$ cat config.mk
export PLATFORM = sky130hd
export DESIGN_NAME = xadc_lockin_sequencer
export DESIGN_NICKNAME = d
export VERILOG_FILES = /design/src/rtl/xadc_lockin_sequencer.sv
export SDC_FILE = /design/constraint.sdc
export NUM_CORES = 1
export LEC_CHECK = 0
export ABC_AREA = 0
export CAP_MARGIN = 20
export CORE_ASPECT_RATIO = 0.5
export CORE_MARGIN = 10
export CORE_UTILIZATION = 45
export CTS_CLUSTER_SIZE = 25
export DETAILED_ROUTE_END_ITERATION = 6
export PLACE_DENSITY = 0.63
export SLEW_MARGIN = 20
export SYNTH_ARGS = -nofsm -noshare
export SYNTH_HDL_FRONTEND = slang
export SYNTH_SLANG_ARGS = --single-unit
$ cat constraint.sdc
create_clock -name clk -period 9 [get_ports clk]
set_clock_uncertainty 0.05 [all_clocks]
set_input_delay 2.25 -clock clk [delete_from_list [all_inputs] [get_ports clk]]
set_output_delay 2.25 -clock clk [all_outputs]
set_load 0.01 [all_outputs]
$ cat src/rtl/xadc_lockin_sequencer.sv
// rtl/xadc_lockin_sequencer.sv - XADC DRP read sequencer with lock-in on/off demodulation
//
// Purpose:
//   Issues one DRP read of the aux channel on every XADC end-of-conversion, then
//   classifies the returned 12-bit sample by the PWM phase captured at that EOC.
//   On- and off-phase samples go into separate saturating sums. Every N_PERIODS
//   PWM rising edges the window closes and demod = on_sum - off_sum is emitted
//   together with the per-phase sample counts.
//
// Ports:
//   clk          system clock (also the XADC dclk)
//   rst_n        asynchronous active-low reset
//   switch_pwm   asynchronous PWM drive, high = on phase
//   eoc          XADC end-of-conversion pulse
//   drp_drdy     XADC DRP data ready
//   drp_do       XADC DRP read data, sample in [15:4]
//   drp_den      DRP enable, one-cycle pulse per read
//   drp_daddr    DRP address, constant DRP_ADDR
//   demod        signed on_sum - off_sum of the last closed window
//   demod_valid  one-cycle pulse when demod/on_cnt/off_cnt update
//   on_cnt       on-phase sample count of the last closed window (saturating)
//   off_cnt      off-phase sample count of the last closed window (saturating)
//   err_timeout  sticky, a read got no drdy within TIMEOUT cycles
//   err_overrun  sticky, an eoc arrived while a read was in flight
module xadc_lockin_sequencer #(
    parameter logic [6:0] DRP_ADDR  = 7'h10,
    parameter int         N_PERIODS = 8,
    parameter int         ACC_W     = 24,
    parameter int         TIMEOUT   = 15
) (
    input  logic                    clk,
    input  logic                    rst_n,
    input  logic                    switch_pwm,
    input  logic                    eoc,
    input  logic                    drp_drdy,
    input  logic [15:0]             drp_do,
    output logic                    drp_den,
    output logic [6:0]              drp_daddr,
    output logic signed [ACC_W:0]   demod,
    output logic                    demod_valid,
    output logic [15:0]             on_cnt,
    output logic [15:0]             off_cnt,
    output logic                    err_timeout,
    output logic                    err_overrun
);

    localparam int TW = $clog2(TIMEOUT + 1);
    localparam int RW = $clog2(N_PERIODS + 1);

    typedef enum logic [1:0] {
        S_IDLE,
        S_REQ,
        S_WAIT,
        S_ACC
    } state_t;

    state_t           state;
    logic             phase;
    logic [11:0]      sample;
    logic [TW-1:0]    tmo_cnt;

    logic             pwm_s1;
    logic             pwm_s2;
    logic             pwm_d1;
    logic             pwm_rise;

    logic [ACC_W-1:0] on_sum;
    logic [ACC_W-1:0] off_sum;
    logic [15:0]      on_acc_cnt;
    logic [15:0]      off_acc_cnt;
    logic [RW-1:0]    rise_cnt;

    logic             acc_on;
    logic             acc_off;
    logic             window_close;
    logic [ACC_W-1:0] on_sum_nxt;
    logic [ACC_W-1:0] off_sum_nxt;
    logic [15:0]      on_cnt_nxt;
    logic [15:0]      off_cnt_nxt;
    logic signed [ACC_W:0] demod_nxt;

    // The low nibble of the DRP status word is not part of the 12-bit sample.
    logic             unused_low_bits;
    assign unused_low_bits = ^drp_do[3:0];

    assign drp_daddr = DRP_ADDR;

    function automatic logic [ACC_W-1:0] sat_add(input logic [ACC_W-1:0] a,
                                                 input logic [11:0]      s);
        logic [ACC_W:0] t;
        t = {1'b0, a} + {{(ACC_W - 11){1'b0}}, s};
        return t[ACC_W] ? {ACC_W{1'b1}} : t[ACC_W-1:0];
    endfunction

    function automatic logic [15:0] sat_inc(input logic [15:0] c);
        return (&c) ? c : c + 16'd1;
    endfunction

    // Two-flop synchroniser plus one delay stage for rising-edge detection.
    always_ff @(posedge clk or negedge rst_n) begin
        if (!rst_n) begin
            pwm_s1 <= 1'b0;
            pwm_s2 <= 1'b0;
            pwm_d1 <= 1'b0;
        end else begin
            pwm_s1 <= switch_pwm;
            pwm_s2 <= pwm_s1;
            pwm_d1 <= pwm_s2;
        end
    end

    assign pwm_rise = pwm_s2 & ~pwm_d1;

    // Read sequencer. Phase is frozen at the EOC so a PWM edge during the read
    // does not reclassify the sample.
    always_ff @(posedge clk or negedge rst_n) begin
        if (!rst_n) begin
            state       <= S_IDLE;
            phase       <= 1'b0;
            sample      <= 12'd0;
            tmo_cnt     <= '0;
            drp_den     <= 1'b0;
            err_timeout <= 1'b0;
            err_overrun <= 1'b0;
        end else begin
            drp_den <= 1'b0;
            if (eoc && (state != S_IDLE)) begin
                err_overrun <= 1'b1;
            end
            case (state)
                S_IDLE: begin
                    if (eoc) begin
                        phase   <= pwm_s2;
                        drp_den <= 1'b1;
                        state   <= S_REQ;
                    end
                end
                S_REQ: begin
                    tmo_cnt <= '0;
                    state   <= S_WAIT;
                end
                S_WAIT: begin
                    if (drp_drdy) begin
                        sample <= drp_do[15:4];
                        state  <= S_ACC;
                    end else if (tmo_cnt == TW'(TIMEOUT - 1)) begin
                        err_timeout <= 1'b1;
                        state       <= S_IDLE;
                    end else begin
                        tmo_cnt <= tmo_cnt + TW'(1);
                    end
                end
                S_ACC: begin
                    state <= S_IDLE;
                end
                default: begin
                    state <= S_IDLE;
                end
            endcase
        end
    end

    // Post-accumulation values; a sample landing in the closing cycle is
    // folded into the window being emitted rather than the next one.
    assign acc_on       = (state == S_ACC) && phase;
    assign acc_off      = (state == S_ACC) && !phase;
    assign on_sum_nxt   = acc_on  ? sat_add(on_sum, sample)  : on_sum;
    assign off_sum_nxt  = acc_off ? sat_add(off_sum, sample) : off_sum;
    assign on_cnt_nxt   = acc_on  ? sat_inc(on_acc_cnt)      : on_acc_cnt;
    assign off_cnt_nxt  = acc_off ? sat_inc(off_acc_cnt)     : off_acc_cnt;
    assign demod_nxt    = $signed({1'b0, on_sum_nxt}) - $signed({1'b0, off_sum_nxt});
    assign window_close = pwm_rise && (rise_cnt == RW'(N_PERIODS - 1));

    always_ff @(posedge clk or negedge rst_n) begin
        if (!rst_n) begin
            on_sum      <= '0;
            off_sum     <= '0;
            on_acc_cnt  <= 16'd0;
            off_acc_cnt <= 16'd0;
            rise_cnt    <= '0;
            demod       <= '0;
            demod_valid <= 1'b0;
            on_cnt      <= 16'd0;
            off_cnt     <= 16'd0;
        end else begin
            demod_valid <= 1'b0;
            if (window_close) begin
                demod       <= demod_nxt;
                on_cnt      <= on_cnt_nxt;
                off_cnt     <= off_cnt_nxt;
                demod_valid <= 1'b1;
                on_sum      <= '0;
                off_sum     <= '0;
                on_acc_cnt  <= 16'd0;
                off_acc_cnt <= 16'd0;
                rise_cnt    <= '0;
            end else begin
                on_sum      <= on_sum_nxt;
                off_sum     <= off_sum_nxt;
                on_acc_cnt  <= on_cnt_nxt;
                off_acc_cnt <= off_cnt_nxt;
                if (pwm_rise) begin
                    rise_cnt <= rise_cnt + RW'(1);
                end
            end
        end
    end

endmodule
==> reports/results.ini, run 1 <==
[yosys]
synth.most_common_cell=dfrtp_1
synth-xor-area-share_pct=7.05
synth_top_family_by_area=simple AND/OR/NAND/NOR gates
synthAdderAreaFrac_pct=7.30
synth_top_area_share_pct=43.2
synth_commonest_cells=167 x dfrtp_1, 123 x nand2_1, 121 x nor2_1, 78 x o21ai_0
syn_area_um2=9680
synthFlopType=dfrtp_1
synth_area_leader_cell=dfrtp_1
ys_ff_latch=167
yosysWarnings=0
ys_top_cells_by_area=dfrtp_1 43%, ha_1 5.3%, nand2_1 4.8%
netlist_instances=1041
synth_compound_area_share_pct=15.2
synth_simple_gate_area_share_pct=20.6
synth_edf_count=0
synthMuxAreaShare_pct=3.89
postSynthAreaPerCell_um2=9.30
ys_types=77
ys_async_sr_fraction_pct=100
ys_seq_area_share_pct=43.2

[floorplanning]
io_pins=89
die_w_um=227
start_util_pct=46.5
die_h_um=124
design.core.area_um2=20800
die-area_um2=28100
rows=37

[sta]
maxSlewViolCount=0
report.final.hold_viol_count=0
setup_viol_count_final=0
fin_crit_ns=6.50
fin_crit_sh_pct=72.2
grt_setup_unrepaired=false
layout_setup_ws_ns=2.50
holdWs_ns=0.305
fmax_ghz=0.154
fin_setup_tns_ns=0
worst_slew_pin_slew_ns=0.971
max-slew-margin-rel_pct=35.3

[critical_path]
critPathMaxFanout=6
crit_path_start_kind=register
setup.worst_path.class=register to register
ff2ff_setup_slack_ns=2.50
cp.required_ns=9.24
slowest_stage=nor4_1
end_kind=register
arrival_ns=6.74
critical_path.cell_chain=ha_1 -> fa_1 -> a211oi_1 -> o31ai_2 -> o2111a_1 -> o21ai_1 -> nand2_1 -> o22a_1 -> ha_1 -> fa_1 -> nor2b_1 -> o21ai_0 -> nand2b_1 -> a21o_1 -> a21o_1 -> maj3_1 -> o31ai_1 -> nor4_1 -> o221ai_2 -> o41ai_2 -> maj3_2 -> a21oi_2 -> o21ai_0 -> o311ai_0
critPathMaxStageDelay_ns=0.50

[clock_tree]
hold_buffers=0
cts_buffer_depth=2
clk_pin_slew_worst_paths_ns=0.07
clk_latency_ns=0.45
numCtsBuffers=17
cts_tree=built
cts_resized=0
cts_root_buf=clkbuf_16
htreeDepth=4
cts_sinks=167
post-cts-setup-buffers=0

[pwr]
vdd_drop_max_uv=139
pwr_density_cell_nw_per_um2=369
power.switching_mw=1.76
p_clk_share_pct=18.9
p_comb_share_pct=55.1
power_leakage_nw=5.03
seq_power_share_pct=26.0
swShare_pct=42.2
p_int_mw=2.41

[grt]
grt_first_pass_wirelength_mm=38.5
antenna_found_initial=0
grt_usage_pct=17.0
grt_max_degree=131
grt_pass1_vias=7596
grt_overflow=0

[route]
drt_iter0_markers=579
routed_wl_mm=22.9
drcViolationCount=0
vias=7612
dr.pass1.iters=5
post_drt_wl_per_cell_um=16.5
drtAntennaViolNets=0
vias_per_cell=5.47

[place]
place_ws_ns=2.35
gp_routability_congestion=0.851
dp_hpwl_mm=16.3
placed_cell_area_um2=10700
io_buffer_count=77

[final_layout]
diodes=0
drive_gt1_share_pct=7.51
register_area_um2=4180
multiInputGateArea_um2=5260
nets=1170
syn2layout_area_growth_pct=16.6
fill_cells=1915
postLayoutCellArea_um2=11300

[flow_run]
drv_cap=0

[outcome]
status=finished, final reports clean

[hold_path]
worstHoldPathType=register to register

==> sequential cells by signal, summed over array words and instances, names as in the netlist <==
name / cells
tmo_cnt: 4
demod: 25
off_acc_cnt: 16
demod_valid: 1
err_timeout: 1
off_sum: 24
err_overrun: 1
on_cnt: 16
rise_cnt: 4
on_acc_cnt: 16
pwm_s1: 1
sample: 12
pwm_d1: 1
on_sum: 24
phase: 1
state: 2
drp_den: 1
pwm_s2: 1
off_cnt: 16
==> cells by family after synthesis <==
| family | count (synthesis) |
|---|---|
| AO/OA/AOI/OAI | 222 |
| XOR/XNOR | 78 |
| adder cells (fa/ha/maj) | 57 |
| buffers and inverters | 61 |
| flip-flops | 167 |
| multiplexers | 35 |
| other | 2 |
| AND/OR/NAND/NOR | 419 |
==> final timing paths <==
path / to / depth (start not counted) / from
max: demod[24]$_DFFE_PN0P_ / 24 / sample[0]$_DFFE_PN0P_
max reg2reg: demod[24]$_DFFE_PN0P_ / 24 / sample[0]$_DFFE_PN0P_
min: pwm_s2$_DFF_PN0_ / 0 / pwm_s1$_DFF_PN0_
min in group asynchronous: off_cnt[4]$_DFFE_PN0P_ / 1 / rst_n
max in group asynchronous: demod[7]$_DFFE_PN0P_ / 2 / rst_n
min reg2reg: pwm_s2$_DFF_PN0_ / 0 / pwm_s1$_DFF_PN0_
==> through the flow <==
step                      total power [mW]  util (%)  instances
after floorplan                       2.79         -       1046
after global placement                3.34      51.2       1358
after detailed placement              3.37      51.2       1358
after CTS                             4.19      54.2       1390
after global routing                  4.52      54.2       1391
final                                 4.17      54.2       1391
==> cell usage in the layout (no fill, tap or decap), types with 9 or more instances in the layout <==
cell type | netlist | final
clkdlybuf4s50_1 | 0 | 76
a211oi_1 | 13 | 13
nor2_1 | 121 | 121
dfrtp_1 | 167 | 167
a31oi_1 | 9 | 9
nor3_1 | 19 | 19
xnor2_1 | 38 | 38
o21a_1 | 9 | 9
nand2b_1 | 12 | 12
a21o_1 | 14 | 14
a21oi_1 | 32 | 32
inv_1 | 17 | 17
maj3_1 | 10 | 10
mux2i_1 | 17 | 17
and3_1 | 15 | 15
nand3_1 | 41 | 41
xor2_1 | 40 | 40
ha_1 | 41 | 41
o21ai_0 | 78 | 78
nand4_1 | 18 | 18
clkbuf_16 | 0 | 17
mux2_2 | 17 | 17
o211ai_1 | 9 | 9
nand2_1 | 123 | 123
and2_1 | 21 | 21
==> area by class of cell <==
cell class                 instances  area share (%)
clock buffer                      18            3.89
clock inverter                    14            1.63
inverter                          18           0.598
multi-input combinational        818            46.6
sequential                       167            37.0
tap                              273            3.02
timing repair buffer              83            7.27
==> per-layer routing <==
layer  routed length, um  up-vias  track usage, %
met4                 246        0            5.05
met2               10100      144            26.5
met1               11300     3652            23.1
li1                    -     3797               -
met5                   0        -               0
met3                1180       19            4.22
==> worst max-delay path: cells and delay by family, from the launching register on <==
kind | cells | cell delay [ns]
adder cells (fa/ha/maj) | 6 | 1.89
flip-flops | 1 | 0.40
AO/OA/AOI/OAI | 14 | 2.94
AND/OR/NAND/NOR | 4 | 1.03
==> power groups by stage <==
| stage | Combinational (mW) | Clock [mW] | Sequential [mW] |
|---|---|---|---|
| floorplan | 1.69 | 0 | 1.09 |
| global route | 2.57 | 0.835 | 1.11 |
| global placement | 2.24 | 0 | 1.09 |
| detailed placement | 2.27 | 0 | 1.10 |
| CTS | 2.30 | 0.806 | 1.09 |
| finish | 2.29 | 0.787 | 1.09 |
(Power assumes the default switching activity.)
==> inputs of run 2 (changes only) <==
==> constraint.sdc (replaced) <==
create_clock -name clk -period 6.2 [get_ports clk]
set_clock_uncertainty 0.05 [all_clocks]
set_input_delay 1.55 -clock clk [delete_from_list [all_inputs] [get_ports clk]]
set_output_delay 1.55 -clock clk [all_outputs]
set_load 0.01 [all_outputs]
==> reports/results.ini, run 2 (synthesized netlist as in run 1, its figures left out) <==
[sta]
maxSlewViolCount=0  ; unchanged
fin_crit_sh_pct=95.0  ; was 72.2%
setup_viol_count_final=0  ; unchanged
fin_crit_ns=5.89  ; was 6.50 ns
fin_setup_tns_ns=0  ; unchanged
worst_slew_pin_slew_ns=0.887  ; was 0.971 ns
max-slew-margin-rel_pct=40.7  ; was 35.3%
layout_setup_ws_ns=0.307  ; was 2.50 ns
fmax_ghz=0.170  ; was 0.154 GHz
grt_setup_unrepaired=false  ; unchanged
report.final.hold_viol_count=0  ; unchanged

[flow_run]
drv_cap=0  ; unchanged

[grt]
antenna_found_initial=0  ; unchanged
grt_max_degree=91  ; was 131
grt_first_pass_wirelength_mm=38.8  ; was 38.5 mm
grt_pass1_vias=7561  ; was 7596
grt_overflow=0  ; unchanged
grt_usage_pct=17.4  ; was 17.0%

[critical_path]
critPathMaxFanout=5  ; was 6
arrival_ns=6.23  ; was 6.74 ns
cp.required_ns=6.53  ; was 9.24 ns
end_kind=register  ; unchanged
setup.worst_path.class=register to register  ; unchanged
crit_path_start_kind=register  ; unchanged

[place]
place_ws_ns=0.336  ; was 2.35 ns
dp_hpwl_mm=17.0  ; was 16.3 mm
io_buffer_count=77  ; unchanged
gp_routability_congestion=0.879  ; was 0.851

[floorplanning]
rows=37  ; unchanged
design.core.area_um2=20800  ; unchanged
die_w_um=227  ; unchanged
io_pins=89  ; unchanged
die_h_um=124  ; unchanged
start_util_pct=46.5  ; unchanged
die-area_um2=28100  ; unchanged

[final_layout]
largest_reg_flops=25  ; unchanged
biggestRegsByFlops=demod x25, off_sum x24, on_sum x24  ; unchanged
layout_common_cells=167 x dfrtp_1, 123 x nand2_1, 121 x nor2_1  ; unchanged
final_common_cell=dfrtp_1  ; unchanged
drive_gt1_share_pct=8.83  ; was 7.51%
fill_cells=1889  ; was 1915
syn2layout_area_growth_pct=17.5  ; was 16.6%
nets=1185  ; was 1170
diodes=0  ; unchanged
regMostFlops=demod  ; unchanged

[route]
dr.pass1.iters=5  ; unchanged
post_drt_wl_per_cell_um=16.6  ; was 16.5 um
vias=7695  ; was 7612
routed_wl_mm=23.4  ; was 22.9 mm
drtAntennaViolNets=0  ; unchanged
vias_per_cell=5.47  ; about the same
drcViolationCount=0  ; unchanged
drt_iter0_markers=493  ; was 579

[pwr]
pwr_density_cell_nw_per_um2=534  ; was 369 nW/um2
power_leakage_nw=5.07  ; was 5.03 nW
vdd_drop_max_uv=222  ; was 139 uV

[outcome]
status=finished, final reports clean  ; unchanged

[clock_tree]
clk_pin_slew_worst_paths_ns=0.07  ; about the same
post-cts-setup-buffers=0  ; unchanged
htreeDepth=4  ; unchanged
numCtsBuffers=17  ; unchanged
cts_tree=built  ; unchanged
cts_root_buf=clkbuf_16  ; unchanged
hold_buffers=0  ; unchanged
cts_resized=0  ; unchanged
cts_sinks=167  ; unchanged
clk_latency_ns=0.45  ; about the same
cts_buffer_depth=2  ; unchanged

[hold_path]
worstHoldPathType=register to register  ; unchanged

[run 2: changes by cell type in the layout (fill, tap and decap cells not counted), moves of 2 or more]
cell and change:
buf_4 +17, clkinvlp_4 +3, bufinv_16 -2, clkbuf_8 +2, inv_6 -2, inv_8 -2
[run 2: final cells by class]
type | instances | area [um2] | area share, %
clock buffer | 21 | 470 | 4.13
clock inverter | 11 | 110 | 0.967
inverter | 18 | 67.6 | 0.594
multi-input combinational | 818 | 5280 | 46.4
sequential | 167 | 4180 | 36.7
tap | 273 | 342 | 3.00
timing repair buffer | 98 | 930 | 8.17
[run 2: stage by stage]
step	power (mW)	hold slack (ns)	instance area (um2)	instances	utilization, %
floorplan	4.05	0.281	9700	1046	-
global placement	4.94	0.287	10800	1374	51.7
detailed placement	4.99	0.286	10800	1374	51.7
CTS	6.10	0.315	11400	1406	54.5
global route	6.59	0.331	11400	1406	54.6
finish	6.08	0.310	11400	1406	54.6
[run 2: per-layer routing]
metal	vias up	share of wire, %	global-route usage [%]
met2	112	45	27.2
met1	3716	49	23.1
met4	0	1.5	5.42
met3	22	4.5	4.97
met5	-	0	0
li1	3845	-	-
[run 2: final timing paths]
path                                        from  slack, ns  cells past startpoint                     end
setup reg to reg           sample[0]$_DFFE_PN0P_       0.31                     23   demod[21]$_DFFE_PN0P_
hold reg to reg                 pwm_s1$_DFF_PN0_       0.31                      0        pwm_s2$_DFF_PN0_
max in group asynchronous                  rst_n       3.84                      2    demod[7]$_DFFE_PN0P_
min in group asynchronous                  rst_n       0.98                      1  off_cnt[6]$_DFFE_PN0P_
setup / recovery           sample[0]$_DFFE_PN0P_       0.31                     23   demod[21]$_DFFE_PN0P_
hold / removal                  pwm_s1$_DFF_PN0_       0.31                      0        pwm_s2$_DFF_PN0_
[run 2: where the power goes]
part | leakage, nW | switching, mW | internal (mW)
Sequential | 2.18 | 0.222 | 1.37
Combinational | 2.61 | 1.88 | 1.55
Clock | 0.277 | 0.467 | 0.590
[run 2: critical path, stage by stage (launching register included)]
cell       delay [ns]
dfrtp_1          0.41
ha_1             0.25
fa_1             0.44
a211oi_1         0.30
o31ai_2          0.15
o2111a_1         0.33
o21ai_1          0.19
nand2_1          0.12
o22a_1           0.23
ha_1             0.22
nor2b_1          0.13
o21a_1           0.13
o21ai_0          0.13
a21oi_1          0.21
nor2_1           0.09
maj3_2           0.36
maj3_2           0.36
a2111oi_4        0.40
o31ai_1          0.19
a21oi_2          0.16
maj3_1           0.24
a31oi_1          0.13
or4b_1           0.52
nand3_1          0.08
